<file path="src/rtl/riscv_ctrl_pkg.sv">
// ============================================================================
// riscv_ctrl_pkg : shared encodings for the multi-cycle RV32I controller
// Rev 1.0
// ============================================================================
`default_nettype none

package riscv_ctrl_pkg;

   typedef enum logic [3:0] {
      S_FETCH    = 4'd0,
      S_DECODE   = 4'd1,
      S_MEMADR   = 4'd2,
      S_MEMREAD  = 4'd3,
      S_MEMWB    = 4'd4,
      S_MEMWRITE = 4'd5,
      S_EXECUTER = 4'd6,
      S_EXECUTEI = 4'd7,
      S_ALUWB    = 4'd8,
      S_BRANCH   = 4'd9,
      S_JAL      = 4'd10
   } state_t;

   typedef enum logic [1:0] {
      ALUOP_ADD   = 2'b00,
      ALUOP_SUB   = 2'b01,
      ALUOP_FUNCT = 2'b10
   } aluop_t;

   localparam logic [6:0] OP_LOAD   = 7'b0000011;
   localparam logic [6:0] OP_STORE  = 7'b0100011;
   localparam logic [6:0] OP_RTYPE  = 7'b0110011;
   localparam logic [6:0] OP_ITYPE  = 7'b0010011;
   localparam logic [6:0] OP_BRANCH = 7'b1100011;
   localparam logic [6:0] OP_JAL    = 7'b1101111;

   localparam logic [2:0] ALU_ADD = 3'b000;
   localparam logic [2:0] ALU_SUB = 3'b001;
   localparam logic [2:0] ALU_AND = 3'b010;
   localparam logic [2:0] ALU_OR  = 3'b011;
   localparam logic [2:0] ALU_XOR = 3'b100;
   localparam logic [2:0] ALU_SLT = 3'b101;

   localparam logic [1:0] RES_ALUOUT    = 2'b00;
   localparam logic [1:0] RES_DATA      = 2'b01;
   localparam logic [1:0] RES_ALURESULT = 2'b10;

   localparam logic [1:0] SRCA_PC    = 2'b00;
   localparam logic [1:0] SRCA_OLDPC = 2'b01;
   localparam logic [1:0] SRCA_RS1   = 2'b10;

   localparam logic [1:0] SRCB_RS2  = 2'b00;
   localparam logic [1:0] SRCB_IMM  = 2'b01;
   localparam logic [1:0] SRCB_FOUR = 2'b10;

   localparam logic [1:0] IMM_I = 2'b00;
   localparam logic [1:0] IMM_S = 2'b01;
   localparam logic [1:0] IMM_B = 2'b10;
   localparam logic [1:0] IMM_J = 2'b11;

   function automatic logic [1:0] imm_src(input logic [6:0] opcode);
      case (opcode)
         OP_STORE:  return IMM_S;
         OP_BRANCH: return IMM_B;
         OP_JAL:    return IMM_J;
         default:   return IMM_I;
      endcase
   endfunction

endpackage

`default_nettype wire

</file>
<file path="src/rtl/alu_decoder.sv">
// ============================================================================
// alu_decoder : maps ALUOp / funct fields to the ALU operation select
// Rev 1.0
// ============================================================================
`default_nettype none

module alu_decoder
   import riscv_ctrl_pkg::*;
(
   input  aluop_t      aluop_i,
   input  logic [2:0]  funct3_i,
   input  logic        funct7b5_i,
   input  logic        op5_i,
   output logic [2:0]  alu_control_o
);

   always_comb begin
      alu_control_o = ALU_ADD;
      case (aluop_i)
         ALUOP_ADD: alu_control_o = ALU_ADD;
         ALUOP_SUB: alu_control_o = ALU_SUB;
         ALUOP_FUNCT: begin
            case (funct3_i)
               // op5 separates R-type from I-type: addi never subtracts
               3'b000:  alu_control_o = (op5_i & funct7b5_i) ? ALU_SUB : ALU_ADD;
               3'b010:  alu_control_o = ALU_SLT;
               3'b100:  alu_control_o = ALU_XOR;
               3'b110:  alu_control_o = ALU_OR;
               3'b111:  alu_control_o = ALU_AND;
               default: alu_control_o = ALU_ADD;
            endcase
         end
         default: alu_control_o = ALU_ADD;
      endcase
   end

endmodule

`default_nettype wire

</file>
<file path="src/rtl/mc_controller.sv">
// ============================================================================
// mc_controller : main sequencing FSM of the multi-cycle RV32I core
// Rev 1.0
// ============================================================================
`default_nettype none

module mc_controller
   import riscv_ctrl_pkg::*;
#(
   parameter bit MEM_WAIT_EN = 1'b1
)(
   input  logic        clk,
   input  logic        reset,
   input  logic [6:0]  OPcode,
   input  logic [2:0]  Funct3,
   input  logic        Funct7b5,
   input  logic        Zero,
   input  logic        MemReady,
   output logic        PCWrite,
   output logic        AdrSrc,
   output logic        MemWrite,
   output logic        IRWrite,
   output logic [1:0]  ResultSrc,
   output logic [1:0]  ALUSrcA,
   output logic [1:0]  ALUSrcB,
   output logic [1:0]  ImmSrc,
   output logic [2:0]  ALUControl,
   output logic        RegWrite,
   output logic        IllegalInstr
);

   state_t state_q, state_d;
   aluop_t aluop;
   logic   mem_rdy;

   generate
      if (MEM_WAIT_EN) begin : g_mem_wait
         assign mem_rdy = MemReady;
      end else begin : g_no_wait
         assign mem_rdy = 1'b1;
      end
   endgenerate

   always_ff @(posedge clk or negedge reset) begin
      if (!reset) state_q <= S_FETCH;
      else        state_q <= state_d;
   end

   always_comb begin
      state_d      = S_FETCH;
      PCWrite      = 1'b0;
      AdrSrc       = 1'b0;
      MemWrite     = 1'b0;
      IRWrite      = 1'b0;
      ResultSrc    = RES_ALUOUT;
      ALUSrcA      = SRCA_PC;
      ALUSrcB      = SRCB_RS2;
      aluop        = ALUOP_ADD;
      RegWrite     = 1'b0;
      IllegalInstr = 1'b0;
      case (state_q)
         S_FETCH: begin
            ResultSrc = RES_ALURESULT;
            ALUSrcB   = SRCB_FOUR;
            // reset holds state at FETCH, so the loads must be gated explicitly
            IRWrite   = mem_rdy & reset;
            PCWrite   = mem_rdy & reset;
            state_d   = mem_rdy ? S_DECODE : S_FETCH;
         end
         S_DECODE: begin
            ALUSrcA = SRCA_OLDPC;
            ALUSrcB = SRCB_IMM;
            case (OPcode)
               OP_LOAD, OP_STORE: state_d = S_MEMADR;
               OP_RTYPE:          state_d = S_EXECUTER;
               OP_ITYPE:          state_d = S_EXECUTEI;
               OP_BRANCH:         state_d = S_BRANCH;
               OP_JAL:            state_d = S_JAL;
               default: begin
                  IllegalInstr = 1'b1;
                  state_d      = S_FETCH;
               end
            endcase
         end
         S_MEMADR: begin
            ALUSrcA = SRCA_RS1;
            ALUSrcB = SRCB_IMM;
            if (OPcode == OP_STORE)     state_d = S_MEMWRITE;
            else if (OPcode == OP_LOAD) state_d = S_MEMREAD;
            else                        state_d = S_FETCH;
         end
         S_MEMREAD: begin
            AdrSrc  = 1'b1;
            state_d = mem_rdy ? S_MEMWB : S_MEMREAD;
         end
         S_MEMWB: begin
            ResultSrc = RES_DATA;
            RegWrite  = 1'b1;
         end
         S_MEMWRITE: begin
            AdrSrc   = 1'b1;
            MemWrite = 1'b1;
            state_d  = mem_rdy ? S_FETCH : S_MEMWRITE;
         end
         S_EXECUTER: begin
            ALUSrcA = SRCA_RS1;
            ALUSrcB = SRCB_RS2;
            aluop   = ALUOP_FUNCT;
            state_d = S_ALUWB;
         end
         S_EXECUTEI: begin
            ALUSrcA = SRCA_RS1;
            ALUSrcB = SRCB_IMM;
            aluop   = ALUOP_FUNCT;
            state_d = S_ALUWB;
         end
         S_ALUWB: begin
            RegWrite = 1'b1;
         end
         S_BRANCH: begin
            ALUSrcA = SRCA_RS1;
            ALUSrcB = SRCB_RS2;
            aluop   = ALUOP_SUB;
            // only beq/bne are resolved; other branch funct3 values never redirect
            if (Funct3[2:1] == 2'b00) PCWrite = Zero ^ Funct3[0];
         end
         S_JAL: begin
            ALUSrcA = SRCA_OLDPC;
            ALUSrcB = SRCB_FOUR;
            PCWrite = 1'b1;
            state_d = S_ALUWB;
         end
         default: state_d = S_FETCH;
      endcase
   end

   assign ImmSrc = imm_src(OPcode);

   alu_decoder u_alu_decoder (
      .aluop_i       (aluop),
      .funct3_i      (Funct3),
      .funct7b5_i    (Funct7b5),
      .op5_i         (OPcode[5]),
      .alu_control_o (ALUControl)
   );

endmodule

`default_nettype wire

</file>
<file path="config.mk">
export PLATFORM = sky130hd
export DESIGN_NAME = mc_controller
export DESIGN_NICKNAME = d
export VERILOG_FILES = /design/src/rtl/riscv_ctrl_pkg.sv /design/src/rtl/alu_decoder.sv /design/src/rtl/mc_controller.sv
export SDC_FILE = /design/constraint.sdc
export NUM_CORES = 1
export LEC_CHECK = 0
export CORE_MARGIN = 3
export CORE_UTILIZATION = 39
export CTS_BUF_LIST = sky130_fd_sc_hd__clkbuf_4
export CTS_CLUSTER_SIZE = 25
export DETAILED_ROUTE_END_ITERATION = 10
export GPL_ROUTABILITY_DRIVEN = 0
export HOLD_SLACK_MARGIN = 0.06
export PLACE_DENSITY = 0.79
export SETUP_SLACK_MARGIN = 0.5
export SLEW_MARGIN = 20
export SYNTH_ARGS = -nofsm -noshare
export SYNTH_HDL_FRONTEND = slang
export SYNTH_SLANG_ARGS = --single-unit
</file>
<file path="constraint.sdc">
create_clock -name clk -period 5.1 [get_ports clk]
set_input_delay 0.51 -clock clk [delete_from_list [all_inputs] [get_ports clk]]
set_output_delay 0.51 -clock clk [all_outputs]
set_load 0.1 [all_outputs]
</file>
==> impl_metrics.env <==
export IMPL_status="finished, final reports clean"
export IMPL_finalSetupTns_ns=0
export IMPL_n_antenna_cell=0
export IMPL_seq_area_frac_synth_pct=15.8
export IMPL_p_leak_uw=0.000401
export IMPL_fin_skew_ns=0.00687
export IMPL_largest_register_ffs=4
export IMPL_rsz0062_at_grt="no"
export IMPL_end_kind="output port"
export IMPL_first_pass_iters=4
export IMPL_grt_pass1_vias=712
export IMPL_die_w_um=46.3
export IMPL_avgSynthCellArea_um2=7.80
export IMPL_fin_crit_sh_pct=71.4
export IMPL_grt_start_max_net_pins=17
export IMPL_seq_power_share_pct=22.0
export IMPL_finalHoldViolations=0
export IMPL_setup_viol=0
export IMPL_synth_area_leaders="dfrtp_1 16%, buf_6 5.3%, nand2_1 4.8%"
export IMPL_clkSinkCount=4
export IMPL_cts_resized=0
export IMPL_yosysMostFrequentCell="nand2_1"
export IMPL_maxCapViolCount=0
export IMPL_synth_cells=81
export IMPL_routed_wirelength_um=1740
export IMPL_tightest_slew_ns=0.970
export IMPL_syn_area_um2=632
export IMPL_port_buffers=31
export IMPL_start_util_pct=44.7
export IMPL_min_period_ns=3.64
export IMPL_synth_edf_count=0
export IMPL_swShare_pct=47.3
export IMPL_drv_slew=0
export IMPL_synth_top_area_share_pct=15.8
export IMPL_via_count=727
export IMPL_vias_per_cell=5.77
export IMPL_synthFlopType="dfrtp_1"
export IMPL_cp_slowest_stage_delay_ns=1.12
export IMPL_largest_register="state_q"
export IMPL_numCtsBuffers=3
export IMPL_crit_path_cell_trace="nand2b_1, or2_2, ha_1, and4b_1, clkdlybuf4s50_1"
export IMPL_cts_tree="yes"
export IMPL_drtIter0Drc=7
export IMPL_antenna_found_initial=0
export IMPL_switchingPower_uw=80.2
export IMPL_row_count=13
export IMPL_synthDistinctLibCells=38
export IMPL_drive_gt1_share_pct=9.91
export IMPL_wl_per_cell_um=13.8
export IMPL_reg_top3="state_q (4)"
export IMPL_required_ns=4.59
export IMPL_die_h_um=46.3
export IMPL_p_int_uw=89.3
export IMPL_crit_arrival_ns=3.13
export IMPL_drc=0
export IMPL_report_power_total_uw=170
export IMPL_pwr_share_clk_pct=23.3
export IMPL_critical_path_slowest_cell="clkdlybuf4s50_1"
export IMPL_critical_path_top_delay_family="buffers and inverters"
export IMPL_postRouteAntennaNets=0
export IMPL_syn2layout_area_growth_pct=50.1
export IMPL_peakVddDrop_v=0.000134
export IMPL_slew_headroom_pct=35.1
export IMPL_num_io_pins=32
export IMPL_cts_root_to_sink_buffers=2
export IMPL_die_area_um2=2140
export IMPL_crit_buf_inv=1
export IMPL_powerDensity_nw_per_um2=179
export IMPL_synth_cells_most_frequent="8 x nand2_1, 7 x nor2_1"
export IMPL_async_reset_ff_share_pct=100
export IMPL_fmax_mhz=275
export IMPL_nNetsFinal=130
export IMPL_crit_type="reg -> out"
export IMPL_yosys_warnings=0
export IMPL_cts_clk_slew_worst_paths_ns=0.04
export IMPL_grt_pass1_wl_um=3020
export IMPL_hold_buffers=0
export IMPL_p_comb_share_pct=54.8
export IMPL_track_usage_pct=19.0
export IMPL_cts_setup_buffers=0
export IMPL_htreeDepth=1
export IMPL_crit_fanout=15
export IMPL_cts_root_buf="clkbuf_4"
export IMPL_worstSetupStartpointType="register"
export IMPL_synth_net_count=98
export IMPL_yosys_area_top_type="dfrtp_1"
export IMPL_synth_seq_cells=4
export IMPL_dp_final_hpwl_um=1350
export IMPL_hold_path_class="in -> async"
export IMPL_core_area_um2=1420
export IMPL_insertion_delay_ns=0.24
export IMPL_overflow=0
[metal layers]
layer / global-route usage, % / part of all wire, % / up-vias
li1: - / - / 363
met1: 24.9 / 45 / 332
met3: 3.52 / 6.3 / 2
met5: 0 / 0 / -
met2: 31.0 / 48 / 30
met4: 6.25 / 0.57 / 0
[final timing paths]
kind / startpoint / endpoint / slack, ns / cells past startpoint
max: state_q[0] / ALUControl[1] / 1.46 / 5
min: reset / state_q[1] / 0.50 / 1
max reg2reg: state_q[1] / state_q[0] / 3.48 / 4
min reg2reg: state_q[1] / state_q[2] / 0.83 / 2
max in group asynchronous: reset / state_q[0] / 4.40 / 1
min in group clk: state_q[1] / state_q[2] / 0.83 / 2
[power by group through the flow]
| stage | clock network, uW | logic, uW | registers (uW) |
|---|---|---|---|
| 2_1_floorplan | 0 | 67.0 | 34.6 |
| 4_1_cts | 41.2 | 92.9 | 37.1 |
| 3_5_place_dp | 0 | 92.4 | 37.6 |
| 5_1_grt | 44.3 | 97.6 | 37.6 |
| 3_3_place_gp | 0 | 91.5 | 37.3 |
| 6_report | 39.5 | 92.8 | 37.2 |
[cell usage in the layout (no fill, tap or decap), types with 2 or more instances in the layout]
cell / synthesis / routed
clkdlybuf4s50_1: 0 / 31
nand2_1: 8 / 8
nor2_1: 7 / 7
nand2b_1: 4 / 4
inv_1: 4 / 4
nor2b_1: 4 / 4
a21oi_1: 4 / 4
nor3_1: 4 / 4
dfrtp_1: 4 / 4
o21ai_0: 3 / 3
clkbuf_4: 0 / 3
or2_2: 2 / 2
xor2_1: 2 / 2
and3_1: 2 / 2
nand3_1: 2 / 2
xnor2_1: 2 / 2
nand4_1: 2 / 2
ha_1: 2 / 2
[through the flow]
| step | hold slack, ns | util (%) | area [um^2] | cells | worst slack [ns] |
|---|---|---|---|---|---|
| final | 0.498 | 67.0 | 948 | 126 | 1.46 |
| after global routing | 0.507 | 67.0 | 948 | 126 | 1.33 |
| after CTS | 0.497 | 67.0 | 948 | 126 | 1.45 |
| after detailed placement | 0.751 | 65.4 | 926 | 123 | 1.63 |
| after global placement | 0.738 | 65.4 | 926 | 123 | 1.65 |
| after floorplan | 0.214 | - | 638 | 81 | 1.05 |
[logic make-up (layout without fill, tap and decap cells)]
kind of cell,count (synthesis),count (layout),synth area share (%)
compound gates,19,19,24.2
flops,4,4,15.8
buf+inv,8,38,8.91
xor+xnor,4,4,5.55
simple gates,44,44,41.6
fa+ha+maj,2,2,3.96
[final cells by class]
class,instances,area [um^2]
multi-input combinational,69,482
fill,129,467
timing repair buffer,31,310
sequential,4,100
clock buffer,3,22.5
tap,15,18.8
inverter,4,15.0
[worst reg2reg max path, delay by kind of cell (launching register included)]
kind | cells | cell delay, ns
AND/OR/NAND/NOR | 2 | 0.37
flip-flops | 1 | 0.65
AO/OA/AOI/OAI | 2 | 0.53
Note: power is estimated with default switching activity, not from simulation.
